[config.mk]
export PLATFORM = sky130hd
export DESIGN_NAME = cpu_ex_seq
export DESIGN_NICKNAME = d
export VERILOG_FILES = /design/src/rtl/cpu_ex_seq.sv
export SDC_FILE = /design/constraint.sdc
export NUM_CORES = 1
export LEC_CHECK = 0
export ABC_CLOCK_PERIOD_IN_PS = 2000
export CAP_MARGIN = 20
export CORE_UTILIZATION = 38
export CTS_CLUSTER_SIZE = 40
export DETAILED_ROUTE_END_ITERATION = 10
export GPL_TIMING_DRIVEN = 0
export PLACE_DENSITY = 0.8
export SETUP_SLACK_MARGIN = 0.5
export SYNTH_ARGS = -nofsm -noshare
export SYNTH_HDL_FRONTEND = slang
export SYNTH_SLANG_ARGS = --single-unit
export TNS_END_PERCENT = 100
[constraint.sdc]
create_clock -name clk -period 2 [get_ports clk]
set_input_delay 0.2 -clock clk [delete_from_list [all_inputs] [get_ports clk]]
set_output_delay 0.2 -clock clk [all_outputs]
set_load 0.05 [all_outputs]
[src/rtl/cpu_ex_seq.sv]
// cpu_ex_seq: multi-cycle control sequencer for the cpu_ex datapath.
// Steps each instruction through FETCH -> DECODE -> EXEC -> WB. It drives the
// register-file addresses, every datapath write-enable and the PC increment
// strobe, and counts retired instructions.
//
// Fetch handshake: imem_req is high in every FETCH cycle. The word is taken
// (we_ir pulses) in the cycle where imem_req && imem_ack. imem_ack outside
// FETCH is ignored. There is no timeout, so FETCH waits as long as it needs to.
//
// Only the state register and the retired counter are flops. Every other
// output decodes from the current state, ir and the handshake inputs. When
// n_rst is asserted, the state drops to IDLE at once, so all enables fall
// without waiting for a clock edge.
module cpu_ex_seq #(
  parameter int IW = 16,
  parameter int CW = 16
) (
  input  logic          clk,
  input  logic          n_rst,
  input  logic          start,
  input  logic          stop,
  input  logic          imem_ack,
  input  logic [IW-1:0] ir,
  output logic          imem_req,
  output logic          we_ir,
  output logic          we_sr,
  output logic          we_tr,
  output logic          we_dr,
  output logic          we_rf,
  output logic [2:0]    ra1,
  output logic [2:0]    ra2,
  output logic [2:0]    wa,
  output logic [2:0]    alu_op,
  output logic          pc_inc,
  output logic          halted,
  output logic          busy,
  output logic [CW-1:0] retired,
  output logic [2:0]    state_dbg
);

  typedef enum logic [2:0] {
    S_IDLE   = 3'd0,
    S_FETCH  = 3'd1,
    S_DECODE = 3'd2,
    S_EXEC   = 3'd3,
    S_WB     = 3'd4,
    S_HALT   = 3'd5
  } state_t;

  localparam logic [3:0] OP_NOP  = 4'h0;
  localparam logic [3:0] OP_HALT = 4'hF;

  state_t        state;
  state_t        state_nxt;
  logic [3:0]    op;
  logic [2:0]    rd;
  logic [2:0]    rs1;
  logic [2:0]    rs2;
  logic          unused_ir_bits;

  // Instruction field extraction.
  assign op  = ir[IW-1:IW-4];
  assign rd  = ir[IW-5:IW-7];
  assign rs1 = ir[IW-8:IW-10];
  assign rs2 = ir[IW-11:IW-13];
  assign unused_ir_bits = &{1'b0, ir[IW-14:0]};

  // Register-file addresses follow IR in every state.
  assign ra1 = rs1;
  assign ra2 = rs2;
  assign wa  = rd;

  assign state_dbg = state;

  // Next-state decode. A busy sequencer ignores start. Stop is only looked at
  // in WB, and it takes priority over start there.
  always_comb begin
    state_nxt = state;
    unique case (state)
      S_IDLE:   if (start) state_nxt = S_FETCH;
      S_FETCH:  if (imem_ack) state_nxt = S_DECODE;
      S_DECODE: state_nxt = (op == OP_HALT) ? S_HALT : S_EXEC;
      S_EXEC:   state_nxt = S_WB;
      S_WB:     state_nxt = stop ? S_IDLE : S_FETCH;
      S_HALT:   if (start) state_nxt = S_FETCH;
      default:  state_nxt = S_IDLE;
    endcase
  end

  // State register and saturating retired counter. The counter advances on
  // the WB exit edge.
  always_ff @(posedge clk or negedge n_rst) begin
    if (!n_rst) begin
      state   <= S_IDLE;
      retired <= '0;
    end else begin
      state <= state_nxt;
      if (state == S_WB && !(&retired))
        retired <= retired + {{(CW-1){1'b0}}, 1'b1};
    end
  end

  // Output decode from the state. we_ir is Mealy on imem_ack, so IR is
  // written only in the cycle the word is valid.
  always_comb begin
    imem_req = 1'b0;
    we_ir    = 1'b0;
    we_sr    = 1'b0;
    we_tr    = 1'b0;
    we_dr    = 1'b0;
    we_rf    = 1'b0;
    pc_inc   = 1'b0;
    halted   = 1'b0;
    busy     = 1'b0;
    alu_op   = 3'd0;
    unique case (state)
      S_IDLE: ;
      S_FETCH: begin
        busy     = 1'b1;
        imem_req = 1'b1;
        we_ir    = imem_ack;
      end
      S_DECODE: begin
        busy  = 1'b1;
        we_sr = (op != OP_HALT);
        we_tr = (op != OP_HALT);
      end
      S_EXEC: begin
        busy   = 1'b1;
        we_dr  = 1'b1;
        alu_op = op[2:0];
      end
      S_WB: begin
        busy   = 1'b1;
        we_rf  = (op != OP_NOP);
        pc_inc = 1'b1;
        alu_op = op[2:0];
      end
      S_HALT: halted = 1'b1;
      default: ;
    endcase
  end

endmodule
### After elaboration in Yosys (flattened, before gate mapping)

Index checks and enable logic that the tools add are counted.
Widths: inputs -> output; s select.

| storage, ports and cells | value |
|---|---|
| register bits | 19 |
| output and inout port bits | 40 |

| cells by class | value |
|---|---|
| add/sub/neg operators | 1 |
| equality and inequality tests | 9 |
| mux-type cells | 14 |
| reduce and logical (&&, ||, !) cells | 9 |

Operators with widths:

| operator | number |
|---|---|
| $add 16x1->16 const B | 1 |
| $reduce_and 16->1 | 1 |
| $pmux 3 s5 | 1 |
| $mux 3 | 4 |
| $mux 1 | 9 |
| $eq 3x2->1 const B | 2 |
| $eq 3x3->1 const B | 2 |
| $eq 4x4->1 const B | 1 |
| $ne 4x4->1 const B | 1 |
| $reduce_bool 4->1 | 1 |
| $reduce_or 2->1 | 2 |
| $reduce_or 4->1 | 1 |
| $eq 3x1->1 const B | 1 |
| $logic_not 3->1 | 1 |
| $ne 2x1->1 const B | 1 |
| $ne 2x2->1 const B | 1 |
| $reduce_and 2->1 | 1 |
| $logic_and 1x1->1 | 1 |
| $logic_not 1->1 | 1 |

### Depth between registers and ports, before layout

Gate-level depths: netlist of the first run.

| depth | value |
|---|---|
| depth after elaboration | 4 |
| mapped depth | 6 |
| depth with buffers taken out | 6 |

### Least setup slack after synthesis of the first run

Ideal clock, no wire load.

| path | value |
|---|---|
| path kind | reg2out |
| start point | register state[1] (netlist: state_dbg[1]) |
| end point | output port alu_op[0] |
| arrival time | 2827 ps |
| data required time | 1800 ps |
| setup slack | -1027 ps |
| cell stages (with the launch flop) | 5 |
| path buffers | 1 |
| cells stage by stage | dfrtp_1 clkbuf_1 nor3b_1 nand2b_1 and2_1 |

| on the way | value |
|---|---|
| cells in the longest elaborated chain, start to end | 3 |
| elaborated cells between the ends (all ways) | 4 |

RTL lines:

| item | line | text |
|---|---|---|
| start, declared | 53 | `state_t state;` |
| start signal, assigned | 97 | `state <= state_nxt;` |
| $eq 3x3->1 or $eq 3x2->1 (tied branches) | 116 | `unique case (state)` |
| $reduce_or 2->1 (no source line) (*) | n/a |  |
| $mux 3 (*) | 116 |  |
| end, declared | 33 | `output logic [2:0] alu_op,` |

Mark *: on every way between the ends. The rest lies on a longest branch, timed or not.

### Worst setup path in the final report of the first run

| path | value |
|---|---|
| start point | register state[1] (netlist: state_dbg[1]) |
| end point | output port we_rf |

| on the way | value |
|---|---|
| cells in the longest elaborated chain, start to end | 2 |

RTL lines:

| item | line | text |
|---|---|---|
| $eq 3x3->1 | 116 |  |
| $mux 1 | 116 |  |
| end, declared | 29 | `output logic we_rf,` |

Every way passes these cells.

==> results of run 1 <==
-- power groups by stage --
stage / Sequential, mW / Combinational (mW) / Clock, mW
2_1_floorplan: 0.779 / 0.807 / 0
6_report: 0.573 / 2.08 / 0.210
3_3_place_gp: 0.563 / 1.43 / 0
4_1_cts: 0.558 / 1.61 / 0.206
5_1_grt: 0.581 / 2.16 / 0.232
3_5_place_dp: 0.565 / 1.45 / 0
-- area by class of cell --
type                            count  area (um2)  share of cell area [%]
Buffer                             14         140                    6.11
Clock buffer                        3        22.5                   0.983
Clock inverter                      1        5.00                   0.218
Inverter                            2        13.8                   0.600
Multi-Input combinational cell     77         779                    34.0
Sequential cell                    19         499                    21.8
Tap cell                           31        38.8                    1.69
Timing Repair Buffer               82         793                    34.6
-- state kept, by name, indices dropped and copies added, names as in the netlist --
register	cells
state_dbg	3
retired	16
-- through the flow --
stage                     power (mW)  hold WS [ns]  cells  area [um2]
after floorplan                 1.59       -0.0956    112        1290
after CTS                       2.38         0.395    211        2050
after detailed placement        2.01         0.484    191        1810
after global placement          1.99         0.473    191        1810
final                           2.86         0.355    229        2290
after global routing            2.97         0.416    229        2290
-- Yosys cell counts --
cell type,n
a21oi_1,2
a41oi_1,1
and2_1,4
and3_1,2
and3b_1,1
and4_1,1
buf_2,3
buf_4,10
clkbuf_1,1
dfrtp_1,19
ha_1,1
inv_1,2
mux2_2,1
nand2_1,10
nand2b_1,2
nand3_1,4
nand4_1,3
nor2_1,9
nor3_1,6
nor3b_1,3
nor4_1,3
nor4_2,1
nor4_4,1
nor4b_1,1
o2111ai_1,1
o22a_1,1
o31a_1,1
o32ai_1,1
or4b_4,1
xnor2_1,2
xor2_1,14
-- critical path: cells and delay by family (launching register included) --
family / cells / cell delay (ns)
buffers and inverters: 3 / 0.45
AND/OR/NAND/NOR: 3 / 0.34
flip-flops: 1 / 0.45
-- cells by family (layout without fill, tap and decap cells) --
group	count (synthesis)	count (layout)	share of synthesized area, %
muxes	1	1	1.02
adders and majority gates	1	1	1.14
and+or+nand+nor	52	52	27.8
xor gates and xnor gates	16	16	12.7
DFF	19	19	43.2
buffers and inverters	16	102	9.21
AOI/OAI and AO/OA	7	7	4.89
-- per-layer routing --
layer  vias up  global-route usage (%)  wire length, um
met2        47                    42.0             2220
met4         0                    11.8              110
met1       589                    23.5             1470
met5         -                       0                0
li1        556                       -                -
met3        10                    3.49              154
-- path summary, 6_finish.rpt --
path | startpoint | endpoint | slack [ns] | depth (start not counted)
max | state_dbg[1]$_DFFE_PN0P_ | we_rf | 0.23 | 6
max reg2reg | state_dbg[1]$_DFFE_PN0P_ | retired[14]$_DFFE_PN0P_ | 0.31 | 8
min | n_rst | retired[11]$_DFFE_PN0P_ | 0.35 | 1
min reg2reg | retired[15]$_DFFE_PN0P_ | retired[15]$_DFFE_PN0P_ | 0.50 | 1
max in group asynchronous | n_rst | state_dbg[2]$_DFFE_PN0P_ | 1.05 | 1
min in group clk | retired[15]$_DFFE_PN0P_ | retired[15]$_DFFE_PN0P_ | 0.50 | 1
-- timing repair --
item,CTS,global route
setup endpoints to repair,46,39
gates resized for setup,128,48
pin swaps,12,12
buffers inserted,15,18
gates cloned,1,0
==> out/qor.yml, run 1 <==
status: "complete, no violations"
fmaxAchievable_mhz: 564
grt_setup_unrepaired: "yes"
synth_cell_types: 31
mostFrequentLayoutCells: "buf_4 (35), dfrtp_2 (19), clkdlybuf4s50_1 (17)"
relSlewSlack_pct: 42.5
syn-num-nets: 134
power_switching_mw: 1.39
cts.htree.levels: 1
finClkSkew_ns: 0.0115
antenna_found_initial: 0
wl_per_cell_um: 17.3
die_w_um: 55.8
overflow: 0
syn_inst: 112
preCtsSetupSlack_ns: -0.274
worstPathRequired_ns: 1.80
pwr-share-seq_pct: 20.0
p_leak_nw: 1.05
vdd_ir_drop_max_uv: 1320
cp_max_fo: 5
finalSetupViolCount: 0
timing.final.crit_share_pct: 88.7
hold_violations: 0
internal-power_mw: 1.47
fillerInstances: 137
initial_core_util_pct: 39.9
avgSynthCellArea_um2: 9.82
cts_made_buffers: 3
drc: 0
vias_per_cell: 5.25
worst_pin_slew_ns: 0.859
rows: 19
worst_hold_path_type: "in -> async"
die-area_um2: 3110
wl_um: 3950
crit_top_cell: "nor2_4"
path_cells: "buf_4, nor2_4, nand2_8, buf_12, nor2_4, buf_8"
port_buffers: 48
fin_tns_setup_ns: 0
layout_commonest_cell: "buf_4"
start_kind: "flop"
netlist_top_cells_area: "dfrtp_1 (43%), xor2_1 (11%), buf_4 (6.8%)"
drv_slew: 0
clk_pin_slew_worst_paths_ns: 0.12
num_antenna_cells: 0
grt_pass1_wl_um: 5340
final_layout_size_suffix_gt1_share_pct: 64.6
ant_nets: 0
grt_usage_pct: 22.3
area_growth_pct: 108
crit_type: "reg -> out"
cts_root_buf: "clkbuf_4"
die_h_um: 55.8
ys_seq_area_share_pct: 43.2
grt_pass1_vias: 1131
utilization_pct: 83.1
ctsHoldBuffers: 0
yosys_warnings: 0
arrival_ns: 1.57
clock_latency_ns: 0.32
cp-end-kind: "output pin"
syn_area_um2: 1100
timing.final.ws_setup_ns: 0.226
ys_seq_elements: 19
dr.pass1.iters: 4
cts_sinks: 19
hpwlAfterDp_um: 2060
power.density_nw_per_um2: 1250
tritoncts: "yes"
nets: 221
switching_share_pct: 48.6
vias: 1202
drt_iter0_markers: 22
pwr-share-comb_pct: 72.6
synth_top_cell_by_area: "dfrtp_1"
grt_max_degree: 20
core_region_area_um2: 2760
period_needed_ns: 1.77
synth_top_cell_area_share_pct: 43.2
gp_congestion: 0.789
p_clk_share_pct: 7.3
ctsLongestPathBuffers: 2
max_stage_delay_ns: 0.45
slowest_stage: "dfrtp_2"
cap_violations: 0
io_pins: 61
Note: power is estimated with default switching activity, not from simulation.
==> run 2, diff against run 1 <==
- CORE_ASPECT_RATIO: not set -> 0.8
==> run 2 against run 1 <==
Effect of this change:
- worst setup slack got worse by 0.027 ns
- largest cell class unchanged
- clock power fell by 4%
- die area barely moved
- clock skew fell by 0.0063 ns
- first-iteration DRC count rose to 3.0 times the previous value
- highest routed layer unchanged
- largest power group unchanged
- wire length fell by 11%
==> out/qor.yml, run 2 (synthesis gave the netlist of run 1 again) <==
status: "complete, no violations"
ctsHoldBuffers: 0
grt_pass1_vias: 1109
arrival_ns: 1.60
cts_root_buf: "clkbuf_4"
drv_slew: 0
place_area_um2: 1820
final_area_um2: 2160
initial_core_util_pct: 40.1
r2r_slack_ns: 0.32
max_stage_delay_ns: 0.43
drc: 0
worst_pin_slew_ns: 0.875
period_needed_ns: 1.80
finClkSkew_ns: 0.00523
cap_violations: 0
port_buffers: 48
worstPathRequired_ns: 1.80
die-area_um2: 3110
die_w_um: 62.1
grt_usage_pct: 21.0
regMostFlops: "retired"
io_pins: 61
cp-end-kind: "output pin"
start_kind: "flop"
crit_type: "reg -> out"
rows: 17
cts.htree.levels: 1
drt_iter0_markers: 66
core_region_area_um2: 2740
cts_made_buffers: 3
cp_max_fo: 6
grt_setup_unrepaired: "yes"
relSlewSlack_pct: 41.5
hold_violations: 0
grt_pass1_wl_um: 5100
vdd_ir_drop_max_uv: 957
finalSetupViolCount: 0
fillerInstances: 166
wl_per_cell_um: 15.8
vias_per_cell: 5.13
tritoncts: "yes"
p_leak_nw: 0.980
cts_sinks: 19
fmaxAchievable_mhz: 555
dr.pass1.iters: 6
hpwlAfterDp_um: 1970
nets: 209
wl_um: 3530
whs_ns: 0.377
grt_max_degree: 20
slowest_stage: "dfrtp_2"
num_antenna_cells: 0
multi_input_area_um2: 767
clk_pin_slew_worst_paths_ns: 0.12
crit_top_cell: "buf_8"
preCtsSetupSlack_ns: -0.305
power.density_nw_per_um2: 1240
vias: 1148
path_cells: "buf_8, nor3b_4, nand2b_4, and2_4, buf_8"
layout_commonest_cell: "buf_4"
regArea_um2: 499
timing.final.crit_share_pct: 90.0
timing.final.ws_setup_ns: 0.199
overflow: 0
die_h_um: 50.1
mostFrequentLayoutCells: "buf_4 (26), dfrtp_2 (19), clkdlybuf4s50_1 (17)"
largest_reg_flops: 16
worst_hold_path_type: "in -> async"
antenna_found_initial: 0
fin_tns_setup_ns: 0
final_layout_size_suffix_gt1_share_pct: 61.3
p_total_mw: 2.69
clock_latency_ns: 0.31
ant_nets: 0
gp_congestion: 0.743
area_growth_pct: 96.6
ctsLongestPathBuffers: 2
-- run 2: cell count changes in the layout (fill, tap and decap cells not counted), sizes merged --
cell / change
clkdlybuf4s15: +4
dlygate4sd2: -3
buf: -13
-- run 2: what timing repair did --
action	4_1_cts	5_1_grt
gates cloned	1	0
resized for setup	127	37
buffers inserted	9	12
endpoints found under the setup margin	46	42
pin swaps	7	13
hold endpoints to repair	0	0
-- run 2: through the flow --
step / util [%] / instances
after global placement: 66.2 / 198
after floorplan: - / 112
after global routing: 78.8 / 224
after detailed placement: 66.2 / 198
after CTS: 73.6 / 212
final: 78.8 / 224
-- run 2: area by class of cell --
cell class | count | share of cell area [%]
plain buffers | 14 | 6.08
clock buffers | 3 | 1.04
clock inverters | 1 | 0.231
inverters | 2 | 0.521
multi-input cells | 77 | 35.5
flip-flops and latches | 19 | 23.1
well taps | 38 | 2.20
repair buffers | 70 | 31.4
-- run 2: worst paths after layout --
check | end | start | cells past startpoint
worst max-delay path | alu_op[0] | state_dbg[2]$_DFFE_PN0P_ | 5
worst min-delay path | retired[12]$_DFFE_PN0P_ | n_rst | 1
max in group asynchronous | retired[4]$_DFFE_PN0P_ | n_rst | 1
worst min register to register | retired[15]$_DFFE_PN0P_ | retired[15]$_DFFE_PN0P_ | 1
min in group clk | retired[15]$_DFFE_PN0P_ | retired[15]$_DFFE_PN0P_ | 1
worst max register to register | retired[3]$_DFFE_PN0P_ | retired[0]$_DFFE_PN0P_ | 6
-- run 2: metal layers --
metal,part of all wire (%),vias up,GRT usage [%]
li1,-,530,-
met1,41,576,25.5
met2,54,40,37.5
met3,4.1,2,6.02
met4,0.26,0,3.49
met5,0,-,0
-- run 2: critical path: cells and delay by family (launching register included) --
kind | cells | cell delay, ns
buffers and inverters | 2 | 0.29
flip-flops | 1 | 0.43
AND/OR/NAND/NOR | 3 | 0.58
-- run 2: power breakdown --
part	leakage (nW)	switching [mW]	internal [mW]	total, mW
Sequential	0.227	0.108	0.463	0.571
Combinational	0.735	1.10	0.820	1.92
Clock	0.0177	0.128	0.0747	0.202
